==> config.mk <==
export PLATFORM = sky130hd
export DESIGN_NAME = pattern_capture
export DESIGN_NICKNAME = d
export VERILOG_FILES = /design/src/rtl/pattern_pkg.sv /design/src/rtl/pattern_sync2.sv /design/src/rtl/pattern_capture.sv
export SDC_FILE = /design/constraint.sdc
export NUM_CORES = 1
export LEC_CHECK = 0
export CAP_MARGIN = 40
export CORE_ASPECT_RATIO = 0.75
export CORE_MARGIN = 1
export CORE_UTILIZATION = 50
export DETAILED_ROUTE_END_ITERATION = 6
export PLACE_DENSITY = 0.73
export REMOVE_ABC_BUFFERS = 1
export SLEW_MARGIN = 20
export SYNTH_ARGS = -nofsm -noshare
export SYNTH_HDL_FRONTEND = slang
export SYNTH_SLANG_ARGS = --single-unit
==> constraint.sdc <==
create_clock -name clk -period 8.35 [get_ports clk]
set_input_delay 1.2525 -clock clk [delete_from_list [all_inputs] [get_ports clk]]
set_output_delay 1.2525 -clock clk [all_outputs]
set_load 0.01 [all_outputs]
==> src/rtl/pattern_pkg.sv <==
// Shared definitions for the pattern generator / capture pair: FSM encodings,
// default widths and a small bit-length helper.
package pattern_pkg;

  localparam int PAT_WIDTH_DEFAULT = 8;
  localparam int DUTY_WIDTH        = 8;
  localparam int GAP_WIDTH         = 16;

  localparam logic [1:0] ST_IDLE   = 2'd0;
  localparam logic [1:0] ST_HUNT   = 2'd1;
  localparam logic [1:0] ST_SAMPLE = 2'd2;
  localparam logic [1:0] ST_DONE   = 2'd3;

  typedef struct packed {
    logic [7:0]           idx;
    logic [DUTY_WIDTH-1:0] phase;
    logic [GAP_WIDTH-1:0]  low_run;
  } sample_ctx_t;

  // Index of the highest set bit plus one; zero for an all-zero vector.
  function automatic logic [7:0] msb_len(input logic [63:0] v);
    logic [7:0] len;
    len = 8'd0;
    for (int i = 0; i < 64; i++) begin
      if (v[i]) len = 8'(i + 1);
    end
    return len;
  endfunction

endpackage

==> src/rtl/pattern_sync2.sv <==
// Two-flop synchronizer for the asynchronous pattern line, with a rising-edge
// flag derived from the synchronized value and its previous cycle.
module pattern_sync2 (
  input  logic clk,
  input  logic rst,
  input  logic d,
  output logic q,
  output logic rise
);

  logic meta_reg;
  logic sync_reg;
  logic prev_reg;

  always_ff @(posedge clk or posedge rst) begin
    if (rst) begin
      meta_reg <= 1'b0;
      sync_reg <= 1'b0;
      prev_reg <= 1'b0;
    end else begin
      meta_reg <= d;
      sync_reg <= meta_reg;
      prev_reg <= sync_reg;
    end
  end

  assign q    = sync_reg;
  assign rise = sync_reg & ~prev_reg;

endmodule

==> src/rtl/pattern_capture.sv <==
// Recovers a serialized bit pattern from a PWM-style line: hunts for the first
// high bit, samples mid-bit, and closes the burst after a run of low cycles.
module pattern_capture
  import pattern_pkg::*;
#(
  parameter int _PAT_WIDTH = PAT_WIDTH_DEFAULT
) (
  input  logic                  clk,
  input  logic                  rst,
  input  logic                  cap_en,
  input  logic                  din,
  input  logic [DUTY_WIDTH-1:0] duty_num,
  input  logic [GAP_WIDTH-1:0]  gap_min,
  output logic [_PAT_WIDTH-1:0] pat_out,
  output logic [7:0]            pat_len,
  output logic                  pat_valid,
  output logic [7:0]            pulse_cnt,
  output logic                  busy,
  output logic                  overflow
);

  logic                  ds;
  logic                  ds_rise;

  logic [1:0]            state_reg;
  sample_ctx_t           ctx_reg;
  sample_ctx_t           ctx_next;
  sample_ctx_t           first_ctx;
  logic [_PAT_WIDTH-1:0] shift_reg;
  logic [_PAT_WIDTH-1:0] shift_next;
  logic [_PAT_WIDTH-1:0] first_shift;
  logic [_PAT_WIDTH-1:0] pat_out_reg;
  logic [7:0]            pat_len_reg;
  logic [7:0]            pulse_cnt_reg;
  logic                  overflow_reg;

  logic [GAP_WIDTH-1:0]  gap_eff;
  logic [GAP_WIDTH-1:0]  low_run_now;
  logic [DUTY_WIDTH-1:0] sample_phase;
  logic                  sample_now;
  logic                  in_range;
  logic                  gap_hit;
  logic                  ovf_hit;
  logic                  first_hit;

  pattern_sync2 u_sync (
    .clk  (clk),
    .rst  (rst),
    .d    (din),
    .q    (ds),
    .rise (ds_rise)
  );

  always_comb begin
    gap_eff      = (gap_min == '0) ? GAP_WIDTH'(1) : gap_min;
    sample_phase = duty_num >> 1;
    sample_now   = (ctx_reg.phase == sample_phase);
    in_range     = (ctx_reg.idx < 8'(_PAT_WIDTH));
    low_run_now  = ds ? '0
                 : ((ctx_reg.low_run == '1) ? ctx_reg.low_run : ctx_reg.low_run + 1'b1);
    // The count includes the current cycle, so DONE follows the gap cycle directly.
    gap_hit      = (low_run_now == gap_eff);
    ovf_hit      = sample_now && ds && !in_range;

    ctx_next         = ctx_reg;
    ctx_next.low_run = low_run_now;
    ctx_next.phase   = (ctx_reg.phase >= duty_num) ? '0 : ctx_reg.phase + 1'b1;
    if (sample_now && (ctx_reg.idx != 8'hFF)) ctx_next.idx = ctx_reg.idx + 8'd1;

    // The rise cycle itself is phase 0 of bit 0; with a sample point of 0 it is sampled there.
    first_hit         = (sample_phase == '0);
    first_shift       = '0;
    first_shift[0]    = first_hit;
    first_ctx.idx     = first_hit ? 8'd1 : 8'd0;
    first_ctx.phase   = (duty_num == '0) ? '0 : DUTY_WIDTH'(1);
    first_ctx.low_run = '0;
  end

  for (genvar gi = 0; gi < _PAT_WIDTH; gi++) begin : g_shift
    assign shift_next[gi] = (sample_now && (ctx_reg.idx == 8'(gi))) ? ds : shift_reg[gi];
  end

  always_ff @(posedge clk or posedge rst) begin
    if (rst) begin
      state_reg     <= ST_IDLE;
      ctx_reg       <= '0;
      shift_reg     <= '0;
      pat_out_reg   <= '0;
      pat_len_reg   <= '0;
      pulse_cnt_reg <= '0;
      overflow_reg  <= 1'b0;
    end else begin
      case (state_reg)
        ST_IDLE: begin
          if (cap_en) begin
            state_reg     <= ST_HUNT;
            pulse_cnt_reg <= '0;
            overflow_reg  <= 1'b0;
          end
        end
        ST_HUNT: begin
          if (!cap_en) begin
            state_reg <= ST_IDLE;
          end else if (ds_rise) begin
            state_reg <= ST_SAMPLE;
            shift_reg <= first_shift;
            ctx_reg   <= first_ctx;
          end
        end
        ST_SAMPLE: begin
          if (!cap_en) begin
            state_reg <= ST_IDLE;
          end else begin
            shift_reg <= shift_next;
            ctx_reg   <= ctx_next;
            if (ovf_hit) overflow_reg <= 1'b1;
            if (gap_hit) begin
              state_reg   <= ST_DONE;
              pat_out_reg <= shift_next;
              pat_len_reg <= msb_len(64'(shift_next));
              if (pulse_cnt_reg != 8'hFF) pulse_cnt_reg <= pulse_cnt_reg + 8'd1;
            end
          end
        end
        default: begin
          state_reg <= cap_en ? ST_HUNT : ST_IDLE;
        end
      endcase
    end
  end

  assign pat_out   = pat_out_reg;
  assign pat_len   = pat_len_reg;
  assign pat_valid = (state_reg == ST_DONE);
  assign pulse_cnt = pulse_cnt_reg;
  assign busy      = (state_reg == ST_SAMPLE) || (state_reg == ST_DONE);
  assign overflow  = overflow_reg;

endmodule

==> metrics.yaml <==
status:
  status: "finished clean"
clock_network:
  clock_sinks: 65
  cts_tree: "done"
  clk_path_buf_depth: 2
  cts-resized-gates: 0
  cts-root-buf: "clkbuf_16"
  postCtsSetupBuffers: 0
  h-tree-depth: 3
  cts_buffers: 9
  clkTransAtPathRegs_ns: 0.06
  clock_latency_ns: 0.33
  cts_hold_buf: 0
logic_synthesis:
  synth_cell_types: 69
  ys_seq_area_frac: 0.355
  syn_area_per_cell_sq_um: 8.70
  synth_edf_count: 0
  netlist_area_sq_um: 4590
  synth_ff_type: "dfrtp_1"
  synth_seq_cells: 65
  synthCells: 527
  async_flop_share: 1.00
  yosysWarnings: 0
sta:
  slew_headroom: 0.429
  hold_viol_final: 0
  worst_pin_slew_ns: 0.853
  drv_slew: 0
  tns_ns: 0
  layout_min_cycle_time_ns: 4.27
  finalSetupViolations: 0
  max_freq_ghz: 0.234
  fin_crit_sh: 0.512
  setup_ws_ns: 4.08
  grt_setup_unrepaired: "false"
  whs_ns: 0.357
  fin_skew_ns: 0.00959
pwr:
  p_per_area_nw_per_um2: 151
  ir_drop_v: 0.0000861
  power.leakage_nw: 2.40
global_route:
  track_usage: 0.287
  grt_overflow: 0
  grt_pass1_wl_mm: 21.3
  antenna_found_initial: 0
  grt_max_degree: 57
  grt_pass1_vias: 4062
hold_path:
  hold_class: "flip-flop to flip-flop"
floorplan:
  design.die.area_sq_um: 9560
  ios: 55
  start_util: 0.529
  rows: 29
  die_y_um: 85.0
  dieWidth_um: 113
  core-area_sq_um: 8670
place:
  globalplace.congestion: 0.956
  post-place-ws_ns: 3.86
  portBuffers: 50
  hpwl_mm: 9.02
worst_setup_path:
  crit_arrival_ns: 4.49
  cpMaxStageDelayCell: "clkdlybuf4s50_1"
  cp_max_fo: 11
  path_cells: "clkdlybuf4s50_1 > nor4_1 > nand3_1 > o21bai_1 > nor3_1 > a2111oi_0 > and4_1 > and3_4 > nand2_2 > mux2_4"
  end_kind: "flip-flop"
  crit_family: "simple AND/OR/NAND/NOR gates"
  max_stage_delay_ns: 0.52
  crit_required_ns: 8.57
  worstSetupPathType: "input port to flip-flop"
  path_buf_inv: 1
  cp-start-kind: "input port"
cells_and_area:
  area_growth_syn_to_layout_pct: 17.9
  nets: 603
  final_cell_mix: "dfrtp_1 (65), clkdlybuf4s50_1 (50), nand2_1 (49)"
  diodes: 0
  final_util: 0.624
  drive_gt1_frac: 0.0762
  largest_reg_flops: 32
  fill_cells: 726
  final_common_cell: "dfrtp_1"
route:
  ant_nets: 0
  via_per_inst: 6.44
  routedWlPerCell_um: 18.7
  drt-initial-drc-count: 554
  drt_wl_total_mm: 12.6
  vias: 4326
  drc: 0
  drt_first_pass_iters: 5
job:
  cap_viol_max_count: 0
-- worst paths after layout --
kind / start / end / slack (ns) / depth (start not counted)
worst min-delay path: u_sync.meta_reg$_DFF_PP0_ / u_sync.q$_DFF_PP0_ / 0.36 / 0
worst max register to register: ctx_reg[0]$_DFFE_PP0P_ / pat_len[2]$_DFFE_PP0P_ / 4.19 / 10
max in group asynchronous: rst / ctx_reg[11]$_DFFE_PP0P_ / 6.58 / 4
worst min register to register: u_sync.meta_reg$_DFF_PP0_ / u_sync.q$_DFF_PP0_ / 0.36 / 0
worst max-delay path: gap_min[15] / pat_len[2]$_DFFE_PP0P_ / 4.08 / 10
min in group asynchronous: rst / ctx_reg[15]$_DFFE_PP0P_ / 1.23 / 3
-- cells by family (layout without fill, tap and decap cells) --
group                    count (synthesis)  in the layout  share of synthesized area
other                                    1              4                   0.000818
flip-flops                              65             65                      0.355
buffers and inverters                   59             93                     0.0614
adder cells (fa/ha/maj)                 15             15                     0.0409
AND/OR/NAND/NOR                        216            216                      0.253
AO/OA/AOI/OAI                          124            124                      0.181
multiplexers                            26             26                     0.0655
XOR/XNOR                                21             21                     0.0434
-- report_power, final --
| group | leakage [nW] | switching [mW] | internal [mW] |
|---|---|---|---|
| registers | 0.871 | 0.0103 | 0.322 |
| logic | 1.38 | 0.0471 | 0.0373 |
| clock network | 0.153 | 0.135 | 0.267 |
| total | 2.40 | 0.192 | 0.627 |
-- synth_stat cells (6+ instances only) --
cell type,n,area [sq um]
nand3b_1,6,45.0
nand3_1,34,170
mux2i_1,12,120
nor4_1,9,56.3
nand2_1,49,184
mux2_2,7,78.8
nor3_1,13,65.1
nor2_1,31,116
a21oi_1,20,100
ha_1,15,188
nand2b_1,7,43.8
nand4_1,17,106
buf_2,8,40.0
a22o_1,6,52.6
a21o_1,7,52.6
clkbuf_1,15,56.3
xor2_1,11,96.3
inv_1,22,82.6
and2_1,6,37.5
o21ai_0,39,195
xnor2_1,9,78.8
buf_4,7,52.6
and3_1,16,100
dfrtp_1,65,1630
a31oi_1,13,81.3
and4_1,7,61.3
mux2_4,6,90.1
-- per-stage QoR --
| step | power [mW] | area [sq um] | std cells |
|---|---|---|---|
| final | 0.819 | 5410 | 672 |
| after global routing | 0.855 | 5410 | 672 |
| after CTS | 0.826 | 5410 | 672 |
| after detailed placement | 0.420 | 5100 | 657 |
| after global placement | 0.416 | 5070 | 656 |
| after floorplan | 0.382 | 4400 | 494 |
-- metal layers --
layer	vias up	global-route usage	share of wire
li1	1999	-	-
met1	2084	0.443	0.48
met2	232	0.382	0.40
met3	11	0.0886	0.11
met4	0	0.0727	0.012
met5	-	0	0
-- cell type report --
class,count,area (sq um),area share
timing repair buffer,55,558,0.103
tap,108,135,0.0250
multi-input combinational,406,2690,0.497
clock buffer,12,246,0.0456
clock inverter,3,65.1,0.0120
sequential,65,1630,0.301
inverter,23,86.3,0.0160
No activity file was read; power rests on OpenSTA's default activity.
